`config.mk`:
```
export PLATFORM = sky130hd
export DESIGN_NAME = spi_minion_push_pull_adapter
export DESIGN_NICKNAME = d
export VERILOG_FILES = /design/src/rtl/spi_adapter_pkg.sv /design/src/rtl/spi_adapter_queue.sv /design/src/rtl/spi_minion_push_pull_adapter.sv
export SDC_FILE = /design/constraint.sdc
export NUM_CORES = 1
export LEC_CHECK = 0
export BUFFER_PORTS_ARGS = -buffer_cell sky130_fd_sc_hd__buf_2
export CAP_MARGIN = 0
export CORE_AREA = 2 2 58 60
export DETAILED_ROUTE_END_ITERATION = 10
export DIE_AREA = 0 0 60 62
export GPL_ROUTABILITY_DRIVEN = 0
export PLACE_DENSITY = 0.72
export REMOVE_ABC_BUFFERS = 1
export SETUP_SLACK_MARGIN = 0.02
export SYNTH_ARGS = -nofsm -noshare
export SYNTH_HDL_FRONTEND = slang
export SYNTH_SLANG_ARGS = --single-unit
```
`constraint.sdc`:
```
create_clock -name clk -period 2.06 [get_ports clk]
set_input_delay 0.412 -clock clk [delete_from_list [all_inputs] [get_ports clk]]
set_output_delay 0.412 -clock clk [all_outputs]
set_load 0.01 [all_outputs]
```
`src/rtl/spi_adapter_pkg.sv`:
```
// spi_adapter_pkg: header bit positions and payload width for the SPI push/pull adapter
package spi_adapter_pkg;
  function automatic int wr_val_bit(input int nbits);
    return nbits - 1;
  endfunction
  function automatic int rd_val_bit(input int nbits);
    return nbits - 1;
  endfunction
  function automatic int spc_bit(input int nbits);
    return nbits - 2;
  endfunction
  function automatic int payload_w(input int nbits);
    return nbits - 2;
  endfunction
endpackage

```
`src/rtl/spi_adapter_queue.sv`:
```
// spi_adapter_queue: circular-buffer queue with val/rdy ports and no bypass
module spi_adapter_queue #(
  parameter int nbits_data  = 6,
  parameter int num_entries = 2
) (
  input  logic                                 clk,
  input  logic                                 reset,
  input  logic                                 enq_val,
  output logic                                 enq_rdy,
  input  logic [nbits_data-1:0]                enq_msg,
  output logic                                 deq_val,
  input  logic                                 deq_rdy,
  output logic [nbits_data-1:0]                deq_msg,
  output logic                                 full,
  output logic [$clog2(num_entries+1)-1:0]     count
);
  localparam int CW = $clog2(num_entries + 1);
  localparam int PW = num_entries > 1 ? $clog2(num_entries) : 1;
  logic [nbits_data-1:0] mem_q [num_entries];
  logic [nbits_data-1:0] mem_d [num_entries];
  logic [PW-1:0] head_q, head_d, tail_q, tail_d;
  logic [CW-1:0] count_q, count_d;
  logic enq, deq;
  function automatic logic [PW-1:0] nxt(input logic [PW-1:0] p);
    return (p == PW'(num_entries - 1)) ? '0 : p + 1'b1;
  endfunction
  assign full    = count_q == CW'(num_entries);
  assign count   = count_q;
  assign enq_rdy = !full;
  assign deq_val = count_q != '0;
  assign deq_msg = mem_q[head_q];
  assign enq     = enq_val && !full;
  assign deq     = deq_val && deq_rdy;
  always_comb begin
    mem_d   = mem_q;
    head_d  = deq ? nxt(head_q) : head_q;
    tail_d  = enq ? nxt(tail_q) : tail_q;
    count_d = count_q + CW'(enq) - CW'(deq);
    if (enq) mem_d[tail_q] = enq_msg;
  end
  always_ff @(posedge clk or posedge reset) begin
    if (reset) begin
      mem_q   <= '{default: '0};
      head_q  <= '0;
      tail_q  <= '0;
      count_q <= '0;
    end else begin
      mem_q   <= mem_d;
      head_q  <= head_d;
      tail_q  <= tail_d;
      count_q <= count_d;
    end
  end
endmodule

```
`src/rtl/spi_minion_push_pull_adapter.sv`:
```
// spi_minion_push_pull_adapter: turns SPI minion push/pull pulses into buffered
// request/response val/rdy streams with flow-control headers on outgoing packets.
module spi_minion_push_pull_adapter
  import spi_adapter_pkg::*;
#(
  parameter int nbits       = 8,
  parameter int num_entries = 2
) (
  input  logic                  clk,
  input  logic                  reset,
  input  logic                  push_en,
  input  logic [nbits-1:0]      push_msg,
  input  logic                  pull_en,
  output logic [nbits-1:0]      pull_msg,
  output logic                  req_val,
  input  logic                  req_rdy,
  output logic [nbits-3:0]      req_msg,
  input  logic                  resp_val,
  output logic                  resp_rdy,
  input  logic [nbits-3:0]      resp_msg,
  output logic                  overflow
);
  localparam int WR_VAL_BIT = wr_val_bit(nbits);
  localparam int RD_VAL_BIT = rd_val_bit(nbits);
  localparam int SPC_BIT    = spc_bit(nbits);
  localparam int DW         = payload_w(nbits);
  localparam int CW         = $clog2(num_entries + 1);
  logic          wr_val, req_enq_rdy, req_full, rsp_val, rsp_full;
  logic [DW-1:0] rsp_head;
  logic [CW-1:0] req_cnt, rsp_cnt;
  logic          overflow_q, overflow_d;
  logic          unused;
  assign wr_val = push_msg[WR_VAL_BIT];
  spi_adapter_queue #(.nbits_data(DW), .num_entries(num_entries)) u_req (
    .clk(clk), .reset(reset),
    .enq_val(push_en && wr_val), .enq_rdy(req_enq_rdy), .enq_msg(push_msg[DW-1:0]),
    .deq_val(req_val), .deq_rdy(req_rdy), .deq_msg(req_msg),
    .full(req_full), .count(req_cnt)
  );
  spi_adapter_queue #(.nbits_data(DW), .num_entries(num_entries)) u_rsp (
    .clk(clk), .reset(reset),
    .enq_val(resp_val), .enq_rdy(resp_rdy), .enq_msg(resp_msg),
    .deq_val(rsp_val), .deq_rdy(pull_en), .deq_msg(rsp_head),
    .full(rsp_full), .count(rsp_cnt)
  );
  assign unused = ^{req_enq_rdy, req_cnt, rsp_cnt, rsp_full};
  always_comb begin
    pull_msg             = '0;
    pull_msg[RD_VAL_BIT] = rsp_val;
    pull_msg[SPC_BIT]    = !req_full;
    pull_msg[DW-1:0]     = rsp_val ? rsp_head : '0;
  end
  // fullness is taken from cycle-start state, so a same-cycle dequeue never rescues a push
  assign overflow_d = overflow_q || (push_en && wr_val && req_full);
  assign overflow   = overflow_q;
  always_ff @(posedge clk or posedge reset) begin
    if (reset) overflow_q <= 1'b0;
    else       overflow_q <= overflow_d;
  end
endmodule

```
* After elaboration in Yosys (flattened, before gate mapping)
Index checks and enable logic that the tools add are counted.
Operators by class: $add $sub $neg 8, magnitude comparators 6, equality and inequality tests 2, muxes and demuxes 17, bitwise logic cells 4, reductions and logical operators 13
Operator list (number):
- $mux 6 | 9
- $bwmux 12 | 2
- $demux 6 s1 | 2
- $ge 2x2->1 const B | 4
- $logic_and 1x1->1 | 8
- $not 1->2 | 4
- $add 1x1->1 const B | 4
- $add 2x1->2 | 2
- $eq 2x2->1 const B | 2
- $lt 2x1->1 const B | 2
- $mux 1 | 4
- $reduce_bool 2->1 | 2
- $sub 2x1->2 | 2
- $logic_not 1->1 | 2
- $logic_or 1x1->1 | 1
Word-level totals: flip-flop bits (word level) 33, bits of input ports 20, logic and storage cells 61

* Longest topological paths before layout
Gate-level depths: netlist (run 1).
word-level depth 6, depth in mapped cells 7, mapped depth without buffers 7

* Hierarchy
A second synthesis (run 1) with hierarchy kept.
Unflattened totals: cell total of the unflattened synthesis 114, area total of the unflattened synthesis 1634.1 µm²
Modules (own cells, without submodules):
- spi_adapter_queue at u_req | instances 1, cells an instance 51, area each 774.5 µm², seq. area each 400.4 µm²
- spi_adapter_queue at u_rsp | instances 1, cells an instance 51, area each 765.7 µm², seq. area each 400.4 µm²
- spi_minion_push_pull_adapter | instances 1, cells an instance 12, area each 93.8 µm², seq. area each 25.0 µm²

* Worst setup path after synthesis (run 1)
Ideal clock, no wire load.
path type reg-to-reg, start reg u_req.count_q[0], in the netlist u_req.count[0], end reg u_req.count_q[1], in the netlist u_req.count[1], library setup time 0.123 ns, arrival time 1.625 ns, data required time 1.937 ns, path slack 0.313 ns, cell stages (with the launch flop) 8, buffers on the path 0, cell sequence dfrtp_1 > or2_2 > and2_1 > ha_1 > inv_1 > ha_1 > xnor2_1 > xnor2_1
Between the ends: elaborated cells on any way between the ends 7, classes of those cells add/sub: 2; eq/ne: 1; reduce/logical: 4
RTL lines:
- start: declaration | RTL line spi_adapter_queue.sv:22 | logic [CW-1:0] count_q, count_d;
- start signal: assignment | RTL line spi_adapter_queue.sv:51 | count_q <= count_d;
- $reduce_bool 2->1 | RTL line spi_adapter_queue.sv:30 | assign deq_val = count_q != '0;
- named net req_val | RTL line spi_minion_push_pull_adapter.sv:15 | output logic req_val,
- $logic_and 1x1->1 | RTL line spi_adapter_queue.sv:33 | assign deq = deq_val && deq_rdy;
- named net u_req.deq | RTL line spi_adapter_queue.sv:23 | logic enq, deq;
- $sub 2x1->2 | RTL line spi_adapter_queue.sv:38 | count_d = count_q + CW'(enq) - CW'(deq);
- named net u_req.count_d[1] | RTL line spi_adapter_queue.sv:22
The timed path passes the listed nets, and every way through them passes these cells. A chain may end at the register's enable or synchronous reset.

* Worst setup path after layout (run 1)
start reg u_req.count_q[1], in the netlist u_req.count[1], end reg u_req.count_q[1], in the netlist u_req.count[1]
Between the ends: elaborated cells on any way between the ends 7, classes of those cells add/sub: 2; eq/ne: 1; reduce/logical: 4
RTL lines (RTL line):
- $reduce_bool 2->1 | spi_adapter_queue.sv:30
- $logic_and 1x1->1 | spi_adapter_queue.sv:33
- named net u_req.deq | spi_adapter_queue.sv:23
- $sub 2x1->2 | spi_adapter_queue.sv:38
- named net u_req.count_d[1] | spi_adapter_queue.sv:22
The timed path passes the listed nets, and every way through them passes these cells.

==> run summary, run 1 <==
via count: 947
antenna violations before repair: 0
EDFF count, synth: 0
final hold violation count: 0
Simple-Gate Fraction of Synth Area: 8.57%
First DRT Iteration DRCs: 14
Clock Sink Count: 33
drt total wl: 2.61 mm
Nets: 177
critical path required time: 2.31 ns
cell with the most instances after synthesis: dfrtp_1
post-DP HPWL: 1.92 mm
Synth Flop Type: dfrtp_1
post-route ant nets: 0
max_cap viols: 0
I/O Pins: 37
Cell Chain, Critical Path: or2_2 > and2_1 > ha_1 > inv_1 > ha_1 > xnor2_1 > xnor2_1
Slew Limit Fails: 0
Avg Cell Area, Syn: 13.8 sq um
largest family of logic cells by synthesized area: multiplexers
htree depth: 2
Worst setup SP type: flop
DR DRC count: 0
largest net degree at the start of global routing: 34
WS Path Type: reg -> reg
placed insts: 192
WP buf/inv: 1
crit path capture type: flop
CP max stage cell: dfrtp_1
fin crit share: 88.6%
critical path depth: 7
WL per Instance: 13.1 microns
crit path DAT: 2.07 ns
vias in the first global route: 923
busiest grt layer: met2
Worst Skew: 0.00757 ns
R2R cell count: 7
Mapped Cells: 113
Final Critical Period: 1.82 ns
yosys synthesis warning count: 0
clk slew on worst S/H paths: 0.09 ns
post-synthesis xor/xnor area fraction: 4.49%
Die Ht: 62 microns
IO Port Bufs: 35
Synth Area in Compound Gates: 0.481%
top post-synthesis cells by area: dfrtp_1 (53%), mux2_2 (17%), mux2_4 (5.8%)
post-synthesis async set-or-reset flop share: 100%
HP Class: in -> async
antenna diode count: 0
post-synthesis sequential area ratio: 52.9%
met1 usage in global routing: 18.1%
Synth Register Bits: 33
RSZ-0062 raised after global routing: no
Tot GR Track Use: 15.9%
CP peak stage delay: 0.41 ns
Rel. slew slack: 70.9%
Final setup viols: 0
layout cells sized above 1: 51.6%
Synth cell types: 25
DIE AREA: 3720 sq um
P&R area growth vs syn: 17.6%
Post-CTS Setup Bufs: 0
M2 GR Usage: 26.7%
most common library cells after synthesis: dfrtp_1 (33), mux2_2 (24), nor2_1 (8), inv_1 (7)
Post-Synth Adder-Cell Area: 3.21%
CTS Root Buffer Type: clkbuf_4
CTS max path bufs: 2
post-synth top area share: 52.9%
Placement Cell Area: 1780 sq um
Core Footprint: 3180 sq um
worst vdd ir: 0.934 mV
drt first pass iters: 2
Setup TNS: 0 ns
hold buffer count at CTS: 0
die width: 60 microns
post-route insts no fill: 199
crit path launch: u_req.count[1]
grt ovf: 0
final instance area: 1840 sq um
Overall Power: 2.93 mW
M3 GR Usage: 7.25%
cts repair resizes: 0
largest area contributor in the netlist: dfrtp_1
pwr/cell area: 1600 nW/um^2
first-pass GRT wire length: 4.12 mm
Num CTS Buffers: 5
Worst-Margin Slew: 0.436 ns
CP Max Fanout: 3
Setup WS post-layout: 0.235 ns
Rows: 21
dpl ws: 0.247 ns
mux cell area share after synthesis: 26.9%
status: finished clean
Vias/cell: 4.76
fillers: 283
Crit path max-delay family: simple AND/OR/NAND/NOR gates
reg2reg start: u_req.count[1]
Starting Density: 49.1%
synthesized area: 1560 sq um
Max Fclk: 0.548 GHz
CTS tree: yes
P_leak: 0.899 nW
Worst-Skew Late Latency: 0.32 ns
==> per-stage QoR <==
step	utilization, %	hold WS (ns)
2_1_floorplan	-	0.456
3_3_place_gp	56.0	0.434
3_5_place_dp	56.0	0.440
4_1_cts	57.8	0.157
5_1_grt	57.8	0.161
6_report	57.8	0.160
==> cells in the final DEF, fill, tap and decap left out <==
master,count
xnor2_1,4
nand2_1,1
ha_1,4
nand3_2,1
and2_2,1
nand2b_4,1
xor2_1,4
nor2_1,8
nand3_1,1
or2_2,1
a21o_1,1
inv_1,7
mux2i_1,6
buf_4,2
nor3_4,1
buf_2,35
dfrtp_1,33
and3b_1,1
mux2_2,24
nor2b_1,1
clkbuf_4,5
mux2_4,6
and2_1,2
nor2b_4,1
clkbuf_1,1
clkbuf_8,1
==> metal layers <==
metal  up-vias  wire, microns
met2        30           1370
met5         -              0
met4         0             10
met3         2            150
li1        455              -
met1       460           1070
==> worst reg2reg max path: stages, from the launching register on <==
cell and delay (ns):
dfrtp_1 0.41, or2_2 0.30, and2_1 0.18, ha_1 0.28, inv_1 0.04, ha_1 0.19
xnor2_1 0.20, xnor2_1 0.15
==> flip-flops by register name, indices dropped and copies added, names as in the netlist <==
name          cells
overflow          1
u_req.count       2
u_req.head_q      1
u_req.mem_q      12
u_req.tail_q      1
u_rsp.count       2
u_rsp.head_q      1
u_rsp.mem_q      12
u_rsp.tail_q      1
==> cells by family (layout without fill, tap and decap cells) <==
logic type	after synthesis	after routing
AOI/OAI and AO/OA	1	1
xor gates and xnor gates	8	8
adders and majority gates	4	4
buffers and inverters	11	51
DFF	33	33
muxes	36	36
and+or+nand+nor	20	20
==> where the power goes <==
part	internal, mW	leakage, nW	switching, mW
clock network	0.161	0.0314	0.197
logic	0.773	0.481	0.566
registers	0.982	0.386	0.253
==> worst paths after layout <==
| kind | end | slack (ns) |
|---|---|---|
| max in group asynchronous | u_rsp.count[0] | 1.60 |
| min in group clk | u_req.mem_q[7] | 0.32 |
| worst min-delay path | u_req.tail_q | 0.16 |
| worst max register to register | u_req.count[1] | 0.24 |
| worst min register to register | overflow | 0.46 |
| worst max-delay path | u_req.count[1] | 0.24 |
==> layout make-up <==
type | instances | area [sq um] | area share, %
sequential | 33 | 826 | 45.0
multi-input combinational | 69 | 682 | 37.1
timing repair buffer | 37 | 190 | 10.4
tap | 46 | 57.6 | 3.13
clock buffer | 7 | 55.1 | 3.00
inverter | 7 | 26.3 | 1.43
No activity file was read; power rests on OpenSTA's default activity.
==> run 2: changes to the inputs <==
- CORE_AREA: 2 2 58 60 -> 2 2 59 61
- DIE_AREA: 0 0 60 62 -> 0 0 61 63
- SYNTH_HIERARCHICAL: unset -> 1
==> run summary, run 2 <==
Mapped Cells: 114
Core Footprint: 3230 sq um
Worst Skew: 0.00830 ns
Final setup viols: 0
Rows: 21
Die Ht: 63 microns
via count: 980
most frequent cells in the layout: buf_2 (35), dfrtp_1 (33), mux2_2 (24)
post-DP HPWL: 2.08 mm
HP Class: in -> reg
DR DRC count: 0
max_cap viols: 0
P&R area growth vs syn: 16.8%
layout cells sized above 1: 58.8%
final instance area: 1910 sq um
DIE AREA: 3840 sq um
P_leak: 0.907 nW
Worst-Margin Slew: 0.616 ns
worst vdd ir: 0.936 mV
pwr/cell area: 1620 nW/um^2
Synth Register Bits: 33
Placement Cell Area: 1830 sq um
Synth cell types: 22
WS Path Type: reg -> out
die width: 61 microns
First DRT Iteration DRCs: 12
RSZ-0062 raised after global routing: no
fin crit share: 93.8%
synthesized area: 1630 sq um
vias in the first global route: 1065
top post-synthesis cells by area: dfrtp_1 (51%), mux2_2 (17%), mux2_4 (11%)
post-synth top area share: 50.5%
Avg Cell Area, Syn: 14.3 sq um
Final Critical Period: 1.93 ns
Setup TNS: 0 ns
Worst setup SP type: flop
CTS max path bufs: 2
EDFF count, synth: 0
Vias/cell: 4.92
largest area contributor in the netlist: dfrtp_1
Slew Limit Fails: 0
cell with the most instances after synthesis: dfrtp_1
Num CTS Buffers: 5
yosys synthesis warning count: 6
drt first pass iters: 4
post-synthesis async set-or-reset flop share: 100%
Rel. slew slack: 58.9%
Post-CTS Setup Bufs: 0
most common library cell in the layout ignoring fill and taps: buf_2
crit path capture type: output pin
post-synthesis sequential area ratio: 50.5%
grt ovf: 0
clk slew on worst S/H paths: 0.11 ns
Setup WS post-layout: 0.127 ns
Nets: 176
Max Fclk: 0.517 GHz
dpl ws: 0.165 ns
status: finished clean
I/O Pins: 37
IO Port Bufs: 35
CP Max Fanout: 7
cts repair resizes: 0
CTS tree: yes
Clock Sink Count: 33
Top Registers: u_req/mem_q x12, u_rsp/mem_q x12
largest net degree at the start of global routing: 17
antenna violations before repair: 0
fillers: 271
critical path required time: 1.65 ns
Worst-Skew Late Latency: 0.32 ns
first-pass GRT wire length: 4.92 mm
drt total wl: 2.77 mm
post-route ant nets: 0
Tot GR Track Use: 17.4%
WL per Instance: 13.9 microns
Starting Density: 50.6%
final hold violation count: 0
most common library cells after synthesis: dfrtp_1 (33), mux2_2 (24), mux2_4 (12), and2_1 (8)
antenna diode count: 0
CTS Root Buffer Type: clkbuf_4
htree depth: 2
Synth Flop Type: dfrtp_1
crit path DAT: 1.52 ns
==> run 2: metrics by stage <==
step	hold WS [ns]	std cells	total power, mW	utilization, %
finish	0.325	199	3.09	59.1
floorplan	0.141	109	2.28	-
global route	0.312	199	3.33	59.1
global placement	0.269	190	2.63	56.6
CTS	0.309	199	3.13	59.1
detailed placement	0.272	190	2.71	56.6
==> run 2: cell type report <==
type / instances / area (sq um) / area share (%)
multi-input combinational: 68 / 738 / 38.7
tap: 46 / 57.6 / 3.01
clock buffer: 7 / 65.1 / 3.41
inverter: 8 / 32.5 / 1.70
timing repair buffer: 36 / 185 / 9.70
sequential: 33 / 826 / 43.3
clock inverter: 1 / 5.00 / 0.262
==> run 2: critical path, stage by stage, from the launching register on <==
cell     delay [ns]
dfrtp_1        0.53
mux2_2         0.38
and2_1         0.16
buf_2          0.13
==> run 2: worst paths after layout <==
check | startpoint | endpoint | slack, ns | depth (start not counted)
min reg2reg | overflow | overflow | 0.49 | 1
min in group asynchronous | reset | overflow | 0.47 | 3
max in group asynchronous | reset | u_rsp/mem_q[9] | 0.95 | 3
min | push_msg[4] | u_req/mem_q[4] | 0.33 | 2
max | u_rsp/head_q | pull_msg[3] | 0.13 | 3
max reg2reg | u_rsp/count[0] | u_rsp/count[1] | 0.16 | 7
==> run 2: report_power, final <==
| group | leakage (nW) | switching (mW) | internal (mW) | total [mW] |
|---|---|---|---|---|
| Sequential | 0.386 | 0.244 | 0.982 | 1.23 |
| Combinational | 0.479 | 0.576 | 0.879 | 1.46 |
| Clock | 0.0413 | 0.211 | 0.198 | 0.409 |
==> run 2: logic make-up (layout without fill, tap and decap cells) <==
kind of cell / after synthesis / count (layout) / synth area share [%]
buffers and inverters: 13 / 52 / 4.29
AND/OR/NAND/NOR: 19 / 19 / 9.72
AO/OA/AOI/OAI: 1 / 1 / 0.536
adder cells (fa/ha/maj): 4 / 4 / 3.06
XOR/XNOR: 8 / 8 / 4.29
multiplexers: 36 / 36 / 27.6
flip-flops: 33 / 33 / 50.5
==> run 2: metal layers <==
| layer | vias to the layer above | GRT usage [%] | wire (microns) |
|---|---|---|---|
| li1 | 459 | - | - |
| met1 | 493 | 22.1 | 1240 |
| met2 | 24 | 27.3 | 1380 |
| met3 | 4 | 5.59 | 130 |
| met4 | 0 | 6.25 | 24 |
| met5 | - | 0 | 0 |
==> run 2: repair_timing <==
item / CTS / global route
endpoints found under the hold margin: 1 / 0
endpoints found under the setup margin: 0 / 0
hold buffers: 1 / 0
